### src/rtl/serial_subtractor_pkg.sv
// Shared definitions for the bit-serial subtractor: FSM encodings and default width.
package serial_subtractor_pkg;

  localparam int WIDTH_DEFAULT = 8;

  typedef enum logic [1:0] {
    IDLE = 2'b00,
    RUN  = 2'b01,
    DONE = 2'b10
  } state_t;

endpackage

### src/rtl/serial_subtractor_fs_cell.sv
// One-bit full subtractor: d = a - b - bin, bout set when the bit borrows.
module fs_cell (
  input  logic a,
  input  logic b,
  input  logic bin,
  output logic d,
  output logic bout
);

  assign d    = a ^ b ^ bin;
  assign bout = (~a & b) | (~(a ^ b) & bin);

endmodule

### src/rtl/serial_subtractor.sv
// Bit-serial subtractor: computes iA - iB LSB first, one bit per clock, fixed latency.
//
// state | meaning
// IDLE  | waiting for iStart; outputs hold last result
// RUN   | one operand bit per cycle through fs_cell
// DONE  | single-cycle oDone pulse, then back to IDLE
module serial_subtractor
  import serial_subtractor_pkg::*;
#(
  parameter int WIDTH = WIDTH_DEFAULT
) (
  input  logic             iClk,
  input  logic             iRst_n,
  input  logic             iStart,
  input  logic [WIDTH-1:0] iA,
  input  logic [WIDTH-1:0] iB,
  output logic [WIDTH-1:0] oD,
  output logic             oBorrow,
  output logic             oBusy,
  output logic             oDone
);

  localparam int            CW       = $clog2(WIDTH + 1);
  localparam logic [CW-1:0] CNT_LAST = CW'(WIDTH - 1);

  state_t           state;
  logic [WIDTH-1:0] sh_a;
  logic [WIDTH-1:0] sh_b;
  logic [WIDTH-1:0] sh_d;
  logic             bw;
  logic [CW-1:0]    cnt;
  logic             bit_d;
  logic             bit_bout;
  logic [WIDTH-1:0] sh_d_next;

  fs_cell u_fs_cell (
    .a   (sh_a[0]),
    .b   (sh_b[0]),
    .bin (bw),
    .d   (bit_d),
    .bout(bit_bout)
  );

  // The last bit is merged here so oD can load the complete result on the final RUN edge.
  assign sh_d_next = {bit_d, sh_d[WIDTH-1:1]};

  always_ff @(posedge iClk) begin
    if (!iRst_n) begin
      state   <= IDLE;
      sh_a    <= '0;
      sh_b    <= '0;
      sh_d    <= '0;
      bw      <= 1'b0;
      cnt     <= '0;
      oD      <= '0;
      oBorrow <= 1'b0;
      oBusy   <= 1'b0;
      oDone   <= 1'b0;
    end else begin
      oDone <= 1'b0;
      case (state)
        IDLE: begin
          if (iStart) begin
            sh_a  <= iA;
            sh_b  <= iB;
            sh_d  <= '0;
            bw    <= 1'b0;
            cnt   <= '0;
            oBusy <= 1'b1;
            state <= RUN;
          end
        end
        RUN: begin
          sh_a <= sh_a >> 1;
          sh_b <= sh_b >> 1;
          sh_d <= sh_d_next;
          bw   <= bit_bout;
          cnt  <= cnt + CW'(1);
          if (cnt == CNT_LAST) begin
            oD      <= sh_d_next;
            oBorrow <= bit_bout;
            oDone   <= 1'b1;
            state   <= DONE;
          end
        end
        DONE: begin
          oBusy <= 1'b0;
          state <= IDLE;
        end
        default: begin
          oBusy <= 1'b0;
          state <= IDLE;
        end
      endcase
    end
  end

endmodule

### config.mk
export PLATFORM = sky130hd
export DESIGN_NAME = serial_subtractor
export DESIGN_NICKNAME = d
export VERILOG_FILES = /design/src/rtl/serial_subtractor_pkg.sv /design/src/rtl/serial_subtractor_fs_cell.sv /design/src/rtl/serial_subtractor.sv
export SDC_FILE = /design/constraint.sdc
export NUM_CORES = 1
export LEC_CHECK = 0
export CAP_MARGIN = 15
export CORE_MARGIN = 1.5
export CORE_UTILIZATION = 58
export CTS_BUF_LIST = sky130_fd_sc_hd__clkbuf_8
export DETAILED_ROUTE_END_ITERATION = 8
export HOLD_SLACK_MARGIN = 0.12
export PLACE_DENSITY = 0.93
export SYNTH_ARGS = -nofsm -noshare
export SYNTH_HDL_FRONTEND = slang
export SYNTH_SLANG_ARGS = --single-unit
### constraint.sdc
create_clock -name iClk -period 3 [get_ports iClk]
set_clock_uncertainty 0.05 [all_clocks]
set_input_delay 0.45 -clock iClk [delete_from_list [all_inputs] [get_ports iClk]]
set_output_delay 0.45 -clock iClk [all_outputs]
set_load 0.02 [all_outputs]
==> flow_summary.yaml, run 1 <==
grt:
  grtUsageTotal_pct: 22.5
  grt_pass1_wl_microns: 5590
  grt_max_degree: 52
  grt_pass1_vias: 1238
  antenna_found_initial: 0
  overflow: 0
yosys:
  synth_top_area_share_pct: 47.5
  syn_avg_cell_area_sq_um: 8.99
  yosys-top-cells-area: "dfxtp_1 (48%), a21oi_1 (8.4%), nand2_1 (7.4%), mux2i_1 (5.2%), a22oi_1 (4.3%)"
  ys_warn_count: 0
  yosysTopAreaCell: "dfxtp_1"
  synth_seq_cells: 41
  ys_seq_area_share_pct: 47.5
  synthesis.nets: 213
  synthCells: 192
  ys_types: 32
  syn-cell-area_sq_mm: 0.00173
drt:
  num_vias: 1417
  wl_per_cell_microns: 13.5
  ant_nets: 0
  viasPerCell: 5.74
  drt_iter0_drc: 75
  drc_errors: 0
  drt-total-wl_microns: 3330
  dr.pass1.iters: 5
clock_tree:
  htreeDepth: 2
  numClockSinks: 41
  root_buffer: "clkbuf_8"
  clock_latency_ns: 0.29
  cts-resized-gates: 0
  cts_buffer_depth: 2
  cts-buffers-inserted: 5
  hold_buffers: 0
  path_clk_slew_ns: 0.08
  cts_setup_buffers: 0
  cts_tree: "built"
run_status:
  status: "complete, no violations"
sta:
  final-setup-viol-count: 0
  setup-tns-final_ns: 0
  slew_viol_final: 0
  hold_slack_ns: 0.411
  finalHoldViolCount: 0
  worst_pin_slew_ns: 0.872
  period_share_pct: 65.0
  finalCriticalPeriod_ns: 1.95
  fmax_mhz: 513
  slew_headroom_pct: 41.6
  rsz0062_at_grt: "false"
worst_hold_path:
  hold_class: "reg -> reg"
  hp-start: "oD[2]$_SDFFE_PN0P_"
floorplan:
  die_w_microns: 57.6
  start_util_pct: 62.1
  rows: 19
  core_sq_mm: 0.00278
  ios: 30
  die_area_sq_mm: 0.00331
  die_h_microns: 57.6
finish:
  layout-drive-gt1-share_pct: 6.02
  fin_area_sq_mm: 0.00206
  fill_cells: 229
  utilization_pct: 74.2
  final_common_cell: "dfxtp_1"
  synthToLayoutAreaGrowth_pct: 19.6
  antennaDiodeCount: 0
  layout_common_cells: "dfxtp_1 (41), nand2_1 (34), a21oi_1 (29), clkdlybuf4s50_1 (29), o21ai_0 (12)"
  nets: 236
setup_path:
  critPathArrivalTime_ns: 2.12
  rr_startpoint: "state[0]$_SDFFE_PN0P_"
  cp-startpoint: "state[0]$_SDFFE_PN0P_"
  crit_path_max_fanout: 23
  cp-start-kind: "register"
  rrSetupSlack_ns: 1.05
  required_ns: 3.17
  critPathCaptureType: "register"
  critPathKind: "reg -> reg"
placed_design:
  placed_area_sq_mm: 0.00198
  routabilityCongestion: 0.730
  io_buffers: 29
  dp_hpwl_microns: 2210
run:
  drv_cap: 0
power:
  powerDensity_mw_per_mm2: 505
  peakVddDrop_uv: 526
  p_leak_nw: 0.744
per-layer routing:
metal	vias to the layer above	routed length [microns]	GRT usage (%)
li1	703	-	-
met1	664	1420	28.4
met2	42	1640	34.6
met3	8	200	7.71
met4	0	72	10.6
met5	-	0	0
synthesized netlist by cell type:
| cell type | count |
|---|---|
| nand2_1 | 34 |
| o211a_1 | 1 |
| o21ai_0 | 12 |
| o32a_1 | 1 |
| nor3b_1 | 2 |
| nor2b_2 | 1 |
| nor4b_4 | 1 |
| and2_1 | 3 |
| nor3_1 | 1 |
| buf_6 | 2 |
| nor2b_1 | 10 |
| o211ai_1 | 1 |
| nand3_1 | 3 |
| ha_1 | 1 |
| fa_1 | 1 |
| o22ai_1 | 1 |
| clkbuf_1 | 3 |
| a21boi_1 | 1 |
| inv_1 | 3 |
| a21oi_1 | 29 |
| nand2_4 | 1 |
| buf_4 | 1 |
| o21ai_1 | 2 |
| o21ba_4 | 1 |
| nand2b_1 | 3 |
| mux2i_1 | 9 |
| buf_2 | 8 |
| o21bai_4 | 1 |
| nand4_1 | 1 |
| dfxtp_1 | 41 |
| nor2_1 | 3 |
| a22oi_1 | 10 |
logic make-up (layout without fill, tap and decap cells):
family / count (synthesis) / after routing / share of synthesized area, %
buffers and inverters: 17 / 41 / 5.36
AO/OA/AOI/OAI: 60 / 60 / 21.2
adder cells (fa/ha/maj): 2 / 2 / 1.88
flip-flops: 41 / 41 / 47.5
multiplexers: 9 / 9 / 5.22
AND/OR/NAND/NOR: 63 / 63 / 18.8
area by class of cell:
| type | count | area, sq um | share of cell area (%) |
|---|---|---|---|
| timing repair buffer | 30 | 298 | 14.4 |
| clock inverter | 3 | 13.8 | 0.667 |
| tap | 31 | 38.8 | 1.88 |
| sequential | 41 | 821 | 39.8 |
| multi-input combinational | 134 | 813 | 39.4 |
| inverter | 3 | 11.3 | 0.545 |
| clock buffer | 5 | 68.8 | 3.33 |
where the power goes:
part / switching, mW / internal [mW]
Sequential: 0.0172 / 0.567
Clock: 0.184 / 0.158
Combinational: 0.0613 / 0.0545
critical path: stages (launching register included):
cell and delay [ns]:
dfxtp_1 0.63, nor2b_2 0.81, a21oi_1 0.19, a21oi_1 0.19
through the flow:
stage / total power, mW / worst slack [ns] / instances
after global routing: 1.09 / 0.895 / 247
after detailed placement: 0.711 / 1.09 / 239
final: 1.04 / 1.05 / 247
after floorplan: 0.668 / 1.65 / 192
after CTS: 1.05 / 1.07 / 247
after global placement: 0.703 / 1.15 / 239
flip-flops by register name, indices dropped and copies added (netlist names):
name and cells:
oD 8, state 2, oBusy 1, sh_b 8
sh_a 8, cnt 4, oDone 1, bw 1
sh_d 7, oBorrow 1
final timing paths:
| check | depth (start not counted) | to |
|---|---|---|
| max | 3 | sh_b[5]$_SDFFE_PN0P_ |
| min | 2 | oD[2]$_SDFFE_PN0P_ |
| max reg2reg | 3 | sh_b[5]$_SDFFE_PN0P_ |
| min reg2reg | 2 | oD[2]$_SDFFE_PN0P_ |
Power figures use the tool's default switching activity.
==> inputs of run 2 (changes only) <==
--- a/config.mk
+++ b/config.mk
@@ -7,11 +7,11 @@
 export LEC_CHECK = 0
 export CAP_MARGIN = 15
 export CORE_MARGIN = 1.5
-export CORE_UTILIZATION = 58
+export CORE_UTILIZATION = 54
 export CTS_BUF_LIST = sky130_fd_sc_hd__clkbuf_8
 export DETAILED_ROUTE_END_ITERATION = 8
 export HOLD_SLACK_MARGIN = 0.12
-export PLACE_DENSITY = 0.93
+export PLACE_DENSITY = 0.88
 export SYNTH_ARGS = -nofsm -noshare
 export SYNTH_HDL_FRONTEND = slang
 export SYNTH_SLANG_ARGS = --single-unit
==> constraint.sdc (replaced) <==
create_clock -name iClk -period 2 [get_ports iClk]
set_clock_uncertainty 0.05 [all_clocks]
set_input_delay 0.3 -clock iClk [delete_from_list [all_inputs] [get_ports iClk]]
set_output_delay 0.3 -clock iClk [all_outputs]
set_load 0.02 [all_outputs]
==> run 2 against run 1 <==
Clock power grew 65%. Clock-buffer cell count is 1 higher. Via count decreased by 2.8%. Largest cell class unchanged. Routed wire length shrank 10%. Power increased by 55%. Critical path depth shrank 2. Setup slack worse by 0.64 ns.
==> flow_summary.yaml, run 2 (synthesized netlist as in run 1, its figures left out) <==
run_status:
  status: "complete, no violations"
drt:
  num_vias: 1377
  drc_errors: 0
  drt_iter0_drc: 71
  met3WireLength_microns: 132
  ant_nets: 0
  wl_per_cell_microns: 11.3
  m1WireLength_microns: 1440
  drt-total-wl_microns: 2990
  viasPerCell: 5.20
  top_layer: "met4"
  dr.pass1.iters: 4
  met2_length_microns: 1370
clock_tree:
  cts-resized-gates: 0
  cts-buffers-inserted: 5
  cts_tree: "built"
  clock_latency_ns: 0.29
  cts_buffer_depth: 2
  hold_buffers: 0
  cts_setup_buffers: 0
  root_buffer: "clkbuf_8"
  numClockSinks: 41
  htreeDepth: 2
  path_clk_slew_ns: 0.08
setup_path:
  rrSetupSlack_ns: 0.47
  slowest_stage: "clkdlybuf4s50_1"
  cpLargestDelayFamily: "buffers and inverters"
  cp_num_buf_inv: 1
  critPathArrivalTime_ns: 1.24
  crit_path_max_fanout: 2
  rr_startpoint: "cnt[0]$_SDFFE_PN0P_"
  rr_worst_depth: 5
  timing.rr.end: "oD[5]$_SDFFE_PN0P_"
  path_cells: "clkdlybuf4s50_1"
  cp-start-kind: "register"
  critPathKind: "reg -> out"
  required_ns: 1.65
  critPathMaxStageDelay_ns: 0.60
  critPathCaptureType: "output port"
floorplan:
  die_h_microns: 59.5
  rows: 20
  die_w_microns: 59.5
  start_util_pct: 56.6
  core_sq_mm: 0.00305
  ios: 30
  die_area_sq_mm: 0.00355
sta:
  finalHoldViolCount: 0
  setup_ws_ns: 0.413
  slew_viol_final: 0
  setup-tns-final_ns: 0
  hold_slack_ns: 0.407
  period_share_pct: 79.3
  fmax_mhz: 630
  finalCriticalPeriod_ns: 1.59
  worst_pin_slew_ns: 0.526
  slew_headroom_pct: 64.9
  final-setup-viol-count: 0
  rsz0062_at_grt: "false"
worst_hold_path:
  hold_path_depth: 2
  hp-start: "oD[2]$_SDFFE_PN0P_"
  min_to: "oD[2]$_SDFFE_PN0P_"
  hold_class: "reg -> reg"
grt:
  antenna_found_initial: 0
  grt_pass1_vias: 1159
  grt_pass1_wl_microns: 5230
  grt_max_degree: 52
  grtUsageTotal_pct: 19.8
  overflow: 0
finish:
  reg_top3: "oD: 8 flops, sh_a: 8 flops, sh_b: 8 flops"
  final_common_cell: "dfxtp_1"
  antennaDiodeCount: 0
  layout_common_cells: "dfxtp_1 (41), nand2_1 (34), a21oi_1 (29), clkdlybuf4s50_1 (29), o21ai_0 (12)"
  nets: 241
  layout-drive-gt1-share_pct: 8.60
  synthToLayoutAreaGrowth_pct: 24.2
placed_design:
  dp_hpwl_microns: 1980
  routabilityCongestion: 0.733
  dp_slack_ns: 0.366
  io_buffers: 29
run:
  drv_cap: 0
power:
  peakVddDrop_uv: 400
  powerDensity_mw_per_mm2: 754
  p_leak_nw: 0.776
==> run 2: cell types whose count changed in the layout (fill, tap and decap cells not counted), sizes merged <==
cell / delta
inv: -1
clkbuf: +1
buf: +5
==> run 2: power by group <==
group | leakage, nW | switching (mW) | internal (mW) | total (mW)
combinational | 0.390 | 0.0902 | 0.0901 | 0.180
sequential | 0.335 | 0.0217 | 0.851 | 0.872
clock | 0.0512 | 0.285 | 0.279 | 0.564
==> run 2: routing by layer <==
| layer | vias up | GRT usage (%) |
|---|---|---|
| met3 | 6 | 7.21 |
| met1 | 621 | 26.3 |
| met2 | 30 | 29.0 |
| met5 | - | 0 |
| met4 | 0 | 8.57 |
| li1 | 720 | - |
==> run 2: worst min-delay path: cells and delay by family (launching register included) <==
kind | cells | cell delay, ns
flops | 1 | 0.31
mux | 1 | 0.05
simple gates | 1 | 0.05
==> run 2: worst max-delay path by stage <==
stage | startpoint | end | slack, ns | cells after the start
6_report | oD[0]$_SDFFE_PN0P_ | oD[0] | 0.41 | 1
5_1_grt | cnt[0]$_SDFFE_PN0P_ | oD[2]$_SDFFE_PN0P_ | 0.32 | 5
4_1_cts | oBusy$_SDFFE_PN0P_ | oBusy | 0.39 | 1
3_5_place_dp | iStart | sh_a[7]$_SDFFE_PN0P_ | 0.37 | 5
3_3_place_gp | iStart | sh_b[7]$_SDFFE_PN0P_ | 0.42 | 5
2_1_floorplan | cnt[0]$_SDFFE_PN0P_ | oBorrow$_SDFFE_PN0P_ | 0.65 | 5
==> run 2: final cells by class <==
class,count,area [sq um]
fillers,247,908
flip-flops and latches,41,821
multi-input cells,134,813
repair buffers,35,348
clock buffers,6,82.6
well taps,44,55.1
clock inverters,2,13.8
inverters,3,11.3
==> run 2: stage by stage <==
step | cell area, sq um | cells | utilization [%] | power [mW]
3_3_place_gp | 2050 | 257 | 67.1 | 1.07
3_5_place_dp | 2050 | 257 | 67.1 | 1.07
6_report | 2140 | 265 | 70.2 | 1.62
2_1_floorplan | 1730 | 192 | - | 1.00
5_1_grt | 2140 | 265 | 70.2 | 1.69
4_1_cts | 2140 | 265 | 70.2 | 1.64
==> inputs of run 3 (changes only) <==
==> constraint.sdc (replaced) <==
create_clock -name iClk -period 1.5 [get_ports iClk]
set_clock_uncertainty 0.05 [all_clocks]
set_input_delay 0.225 -clock iClk [delete_from_list [all_inputs] [get_ports iClk]]
set_output_delay 0.225 -clock iClk [all_outputs]
set_load 0.02 [all_outputs]
==> run 3 against run 2 <==
Cell area increased by 4.6%. Die area did not move. Non-clock buffer count is 3 higher. Largest power group unchanged. Highest routed layer unchanged.
==> flow_summary.yaml, run 3 (synthesized netlist as in run 1, its figures left out) <==
run_status:
  status: "complete, no violations"
setup_path:
  critPathMaxStageDelay_ns: 0.59
  required_ns: 1.22
  cp-start-kind: "register"
  cp-startpoint: "oDone$_SDFF_PN0_"
  worst-path-stages: 1
  critPathArrivalTime_ns: 1.19
  slowest_stage: "clkdlybuf4s50_1"
  rr_worst_depth: 5
  worstSetupEndpoint: "oDone"
  timing.rr.end: "oD[0]$_SDFFE_PN0P_"
  critPathCaptureType: "output port"
  crit_path_max_fanout: 1
  cp_num_buf_inv: 1
  rr_startpoint: "cnt[1]$_SDFFE_PN0P_"
  cpLargestDelayFamily: "buffers and inverters"
  path_cells: "clkdlybuf4s50_1"
  critPathKind: "reg -> out"
  rrSetupSlack_ns: 0.05
clock_tree:
  cts_tree: "built"
  clock_latency_ns: 0.28
  htreeDepth: 2
  cts_buffer_depth: 2
  cts-buffers-inserted: 5
  path_clk_slew_ns: 0.07
  cts_setup_buffers: 0
  hold_buffers: 0
  root_buffer: "clkbuf_8"
  numClockSinks: 41
sta:
  period_share_pct: 97.4
  rsz0062_at_grt: "true"
  slew_headroom_pct: 74.8
  hold_slack_ns: 0.406
  final-setup-viol-count: 0
  fmax_mhz: 684
  slew_viol_final: 0
  finalCriticalPeriod_ns: 1.46
  finalHoldViolCount: 0
  worst_pin_slew_ns: 0.377
  setup-tns-final_ns: 0
  setup_ws_ns: 0.0390
drt:
  drt_iter0_drc: 86
  drc_errors: 0
  drt-total-wl_microns: 3210
  wl_per_cell_microns: 12.0
  ant_nets: 0
  viasPerCell: 5.24
  dr.pass1.iters: 4
  num_vias: 1405
finish:
  reg_top3: "oD: 8 flops, sh_a: 8 flops, sh_b: 8 flops"
  layout_common_cells: "dfxtp_1 (41), nand2_1 (34), a21oi_1 (29), clkdlybuf4s50_1 (19), o21ai_0 (12)"
  final_common_cell: "dfxtp_1"
  nets: 244
  synthToLayoutAreaGrowth_pct: 29.9
  layout-drive-gt1-share_pct: 9.82
  antennaDiodeCount: 0
floorplan:
  ios: 30
  rows: 20
  start_util_pct: 56.6
  die_h_microns: 59.5
  core_sq_mm: 0.00305
  die_w_microns: 59.5
  die_area_sq_mm: 0.00355
placed_design:
  routabilityCongestion: 0.788
  dp_hpwl_microns: 2110
  dp_slack_ns: -0.0287
  io_buffers: 29
grt:
  grt_pass1_vias: 1237
  grt_pass1_wl_microns: 5360
  grtUsageTotal_pct: 20.0
  antenna_found_initial: 0
  overflow: 0
  grt_max_degree: 52
power:
  swShare_pct: 22.2
  powerDensity_mw_per_mm2: 1040
  peakVddDrop_uv: 711
  power_mw: 2.33
  clock_power_share_pct: 38.5
  power_frac_comb_pct: 11.5
  power.share.sequential_pct: 50.0
  p_sw_uw: 516
  p_leak_nw: 0.918
  power.internal_mw: 1.81
run:
  drv_cap: 0
worst_hold_path:
  hold_class: "reg -> reg"
-- run 3: metal layers --
layer	GRT usage, %	up-vias	wire length, microns
met4	8.57	0	57
li1	-	726	-
met2	31.1	39	1560
met1	26.2	633	1450
met3	5.24	7	139
met5	0	-	0
-- run 3: worst min-delay path by stage --
stage / startpoint / endpoint / slack (ns) / cells after the start
global placement: oD[6]$_SDFFE_PN0P_ / oD[6]$_SDFFE_PN0P_ / 0.39 / 2
finish: oD[5]$_SDFFE_PN0P_ / oD[5]$_SDFFE_PN0P_ / 0.41 / 2
global route: oD[5]$_SDFFE_PN0P_ / oD[5]$_SDFFE_PN0P_ / 0.43 / 2
floorplan: iA[0] / sh_a[0]$_SDFFE_PN0P_ / 0.31 / 2
detailed placement: oD[1]$_SDFFE_PN0P_ / oD[1]$_SDFFE_PN0P_ / 0.40 / 2
CTS: oD[1]$_SDFFE_PN0P_ / oD[1]$_SDFFE_PN0P_ / 0.41 / 2
-- run 3: layout make-up --
class	count	area, sq um
sequential	41	821
fill	259	811
clock buffer	6	82.6
tap	44	55.1
timing repair buffer	38	423
clock inverter	2	33.8
multi-input combinational	134	816
inverter	3	11.3
-- run 3: tightest hold or removal path: stages, from the launching register on --
cell and delay (ns):
dfxtp_1 0.31, nand2_1 0.05, mux2i_1 0.05
-- run 3: repair_timing --
item / 4_1_cts / 5_1_grt
resized for setup: 6 / 5
setup endpoints to repair: 6 / 10
cloned: 0 / 0
-- run 3: power groups by stage --
stage	registers (mW)	logic, mW	clock network (mW)
4_1_cts	1.16	0.271	0.913
5_1_grt	1.17	0.302	0.968
3_5_place_dp	1.19	0.270	0
3_3_place_gp	1.18	0.265	0
6_report	1.16	0.268	0.896
2_1_floorplan	1.18	0.156	0
-- run 3: stage by stage --
stage / cell area [sq um] / instances / util [%]
after floorplan: 1730 / 192 / -
after global placement: 2120 / 260 / 69.5
after detailed placement: 2120 / 260 / 69.5
after CTS: 2230 / 268 / 73.0
after global routing: 2240 / 268 / 73.4
final: 2240 / 268 / 73.4
==> RTL change (flow settings as in run 3) <==
Encoding of `state_t`: now one-hot (3 bits for 3 states).
--- a/src/rtl/serial_subtractor_pkg.sv
+++ b/src/rtl/serial_subtractor_pkg.sv
@@ -4,8 +4,8 @@
   localparam int WIDTH_DEFAULT = 8;
 
-  typedef enum logic [1:0] {
-    IDLE = 2'b00,
-    RUN  = 2'b01,
-    DONE = 2'b10
+  typedef enum logic [2:0] {
+    IDLE = 3'b001,
+    RUN  = 3'b010,
+    DONE = 3'b100
   } state_t;
 
Check against the original RTL: same outputs for any inputs over 10 cycles, from zero or initial values and one cycle with iRst_n low; not proved beyond that.
==> RTL change against run 3 <==
- sequential cell count grew 1
- power shrank 4.5%
- synthesized area grew 5.5%
- count of clock-buffer cells in the layout is the same
- sequential share of layout area grew 0.069 points
- via count grew 20%
- final area grew 2.4%
- worst setup slack gained 2.6 ps
- routed wire length grew 29%
- highest routed layer unchanged
==> RTL change: results (changes against run 3) <==
- Worst Hold Slack: 424 ps (+18.1 ps)
- Setup Fix Bufs, Post-CTS: 0 (unchanged)
- All-Layer GR Usage: 24.5% (+4.6 points)
- Max incr delay on CP: 430 ps (-160 ps)
- Placed Cells: 280 (+7.7%)
- Syn nets: 232 (+8.9%)
- CP arrival: 1600 ps (+410 ps)
- Vias/cell: 5.88 (+12%)
- Reg-to-reg endpoint: oD[5]
- Routing usage on met3: 6.30% (+1.1 points)
- Reg-to-Reg Start: state[0]
- Min-delay src: oD[4]
- R2R depth: 4 (-1)
- Clock edge transition at the registers on the reported setup and hold paths: 70 ps (about the same)
- Cell-internal power: 1.68 mW (-7.3%)
- Ratio of cells with drive above 1 in the final layout: 11.9% (+2.1 points)
- Outcome: finished, final reports clean
- Largest net degree at the start of global routing: 38 (-27%)
- Post-DP Area: 2200 sq um (+3.7%)
- Worst rel slew slack: 79.7% (+4.9 points)
- Global-route wire length before repair: 6.60 mm (+23%)
- Vias in the first global route: 1,511 (+22%)
- Worst Path Max Fanout: 13 (+12)
- Largest cells by area after synthesis: dfxtp_1 (46%), nand2_1 (8.4%), a311oi_1 (7.2%), a21oi_1 (6.3%), nand3_1 (5.8%)
- Unique cell type count in the Yosys netlist: 30 (-6.3%)
- Post-Layout Cell Count: 288 (+7.5%)
- Post-synthesis sequential area ratio: 46.2% (-1.4 points)
- Cell family with most CP delay: simple AND/OR/NAND/NOR gates
- Drt first-iter violations: 157 (+83%)
- First-pass iteration count of the detailed router: 5 (+1)
- Routed length per instance: 14.4 um (+20%)
- Slowest cell on the critical path: or3b_4
- Resize count post-CTS: 10 (+4)
- Largest regs: oD (8), sh_a (8), sh_b (8)
- Dpl hpwl: 2.68 mm (+27%)
- Worst VDD drop: 0.000718 V (+1.0%)
- Later-pin clock latency in the skew report: 300 ps (+20 ps)
- Final Net Count: 264 (+8.2%)
- Synth Instances: 211 (+9.9%)
- Synth top cells by count: dfxtp_1 (42), nand2_1 (41), a21oi_1 (23)
## RTL change: logic make-up (layout without fill, tap and decap cells)
kind of cell / after synthesis / after routing / share of synthesized area, %
XOR/XNOR: 1 / 1 / 0.481
adder cells (fa/ha/maj): 2 / 2 / 1.79
AND/OR/NAND/NOR: 92 / 92 / 25.2
AO/OA/AOI/OAI: 51 / 51 / 18.2
flip-flops: 42 / 42 / 46.2
buffers and inverters: 23 / 56 / 8.17
## RTL change: final cells by class
class | instances | area (sq um)
inverter | 3 | 11.3
clock inverter | 2 | 8.76
tap | 44 | 55.1
sequential | 42 | 842
timing repair buffer | 45 | 462
clock buffer | 6 | 82.6
multi-input combinational | 146 | 835
fill | 225 | 832
## RTL change: tightest hold or removal path, cell delays in order, from the launching register on
cell and delay [ps]:
dfxtp_1 310, o21ai_0 60, a21oi_1 60
## RTL change: layer usage
layer / wire length, um / part of all wire, % / up-vias
li1: - / - / 822
met1: 1800 / 43 / 819
met2: 2040 / 49 / 41
met3: 189 / 4.6 / 10
met4: 118 / 2.8 / 0
met5: 0 / 0 / -
## RTL change: power groups by stage
stage	clock, mW	combinational, mW	sequential (mW)
6_report	0.734	0.290	1.20
4_1_cts	0.743	0.291	1.19
3_5_place_dp	0	0.291	1.22
5_1_grt	0.800	0.317	1.20
2_1_floorplan	0	0.179	1.22
3_3_place_gp	0	0.281	1.22
## RTL change: through the flow
stage               worst slack, ps  setup TNS (ps)  total power [mW]
floorplan                      40.4               0              1.39
global placement              -35.1            -329              1.50
detailed placement             -133           -1370              1.51
CTS                            2.16               0              2.23
global route                  -46.5           -46.5              2.32
finish                         41.6               0              2.22
## RTL change: how the worst max path moves through the flow
stage	slack, ps	endpoint	start
CTS	2	oD[4]	oD[4]
finish	40	oD[5]	state[0]
floorplan	40	oD[0]	state[0]
global route	-50	oD[5]	state[0]
global placement	-40	sh_b[0]	iStart
detailed placement	-130	sh_a[3]	iStart
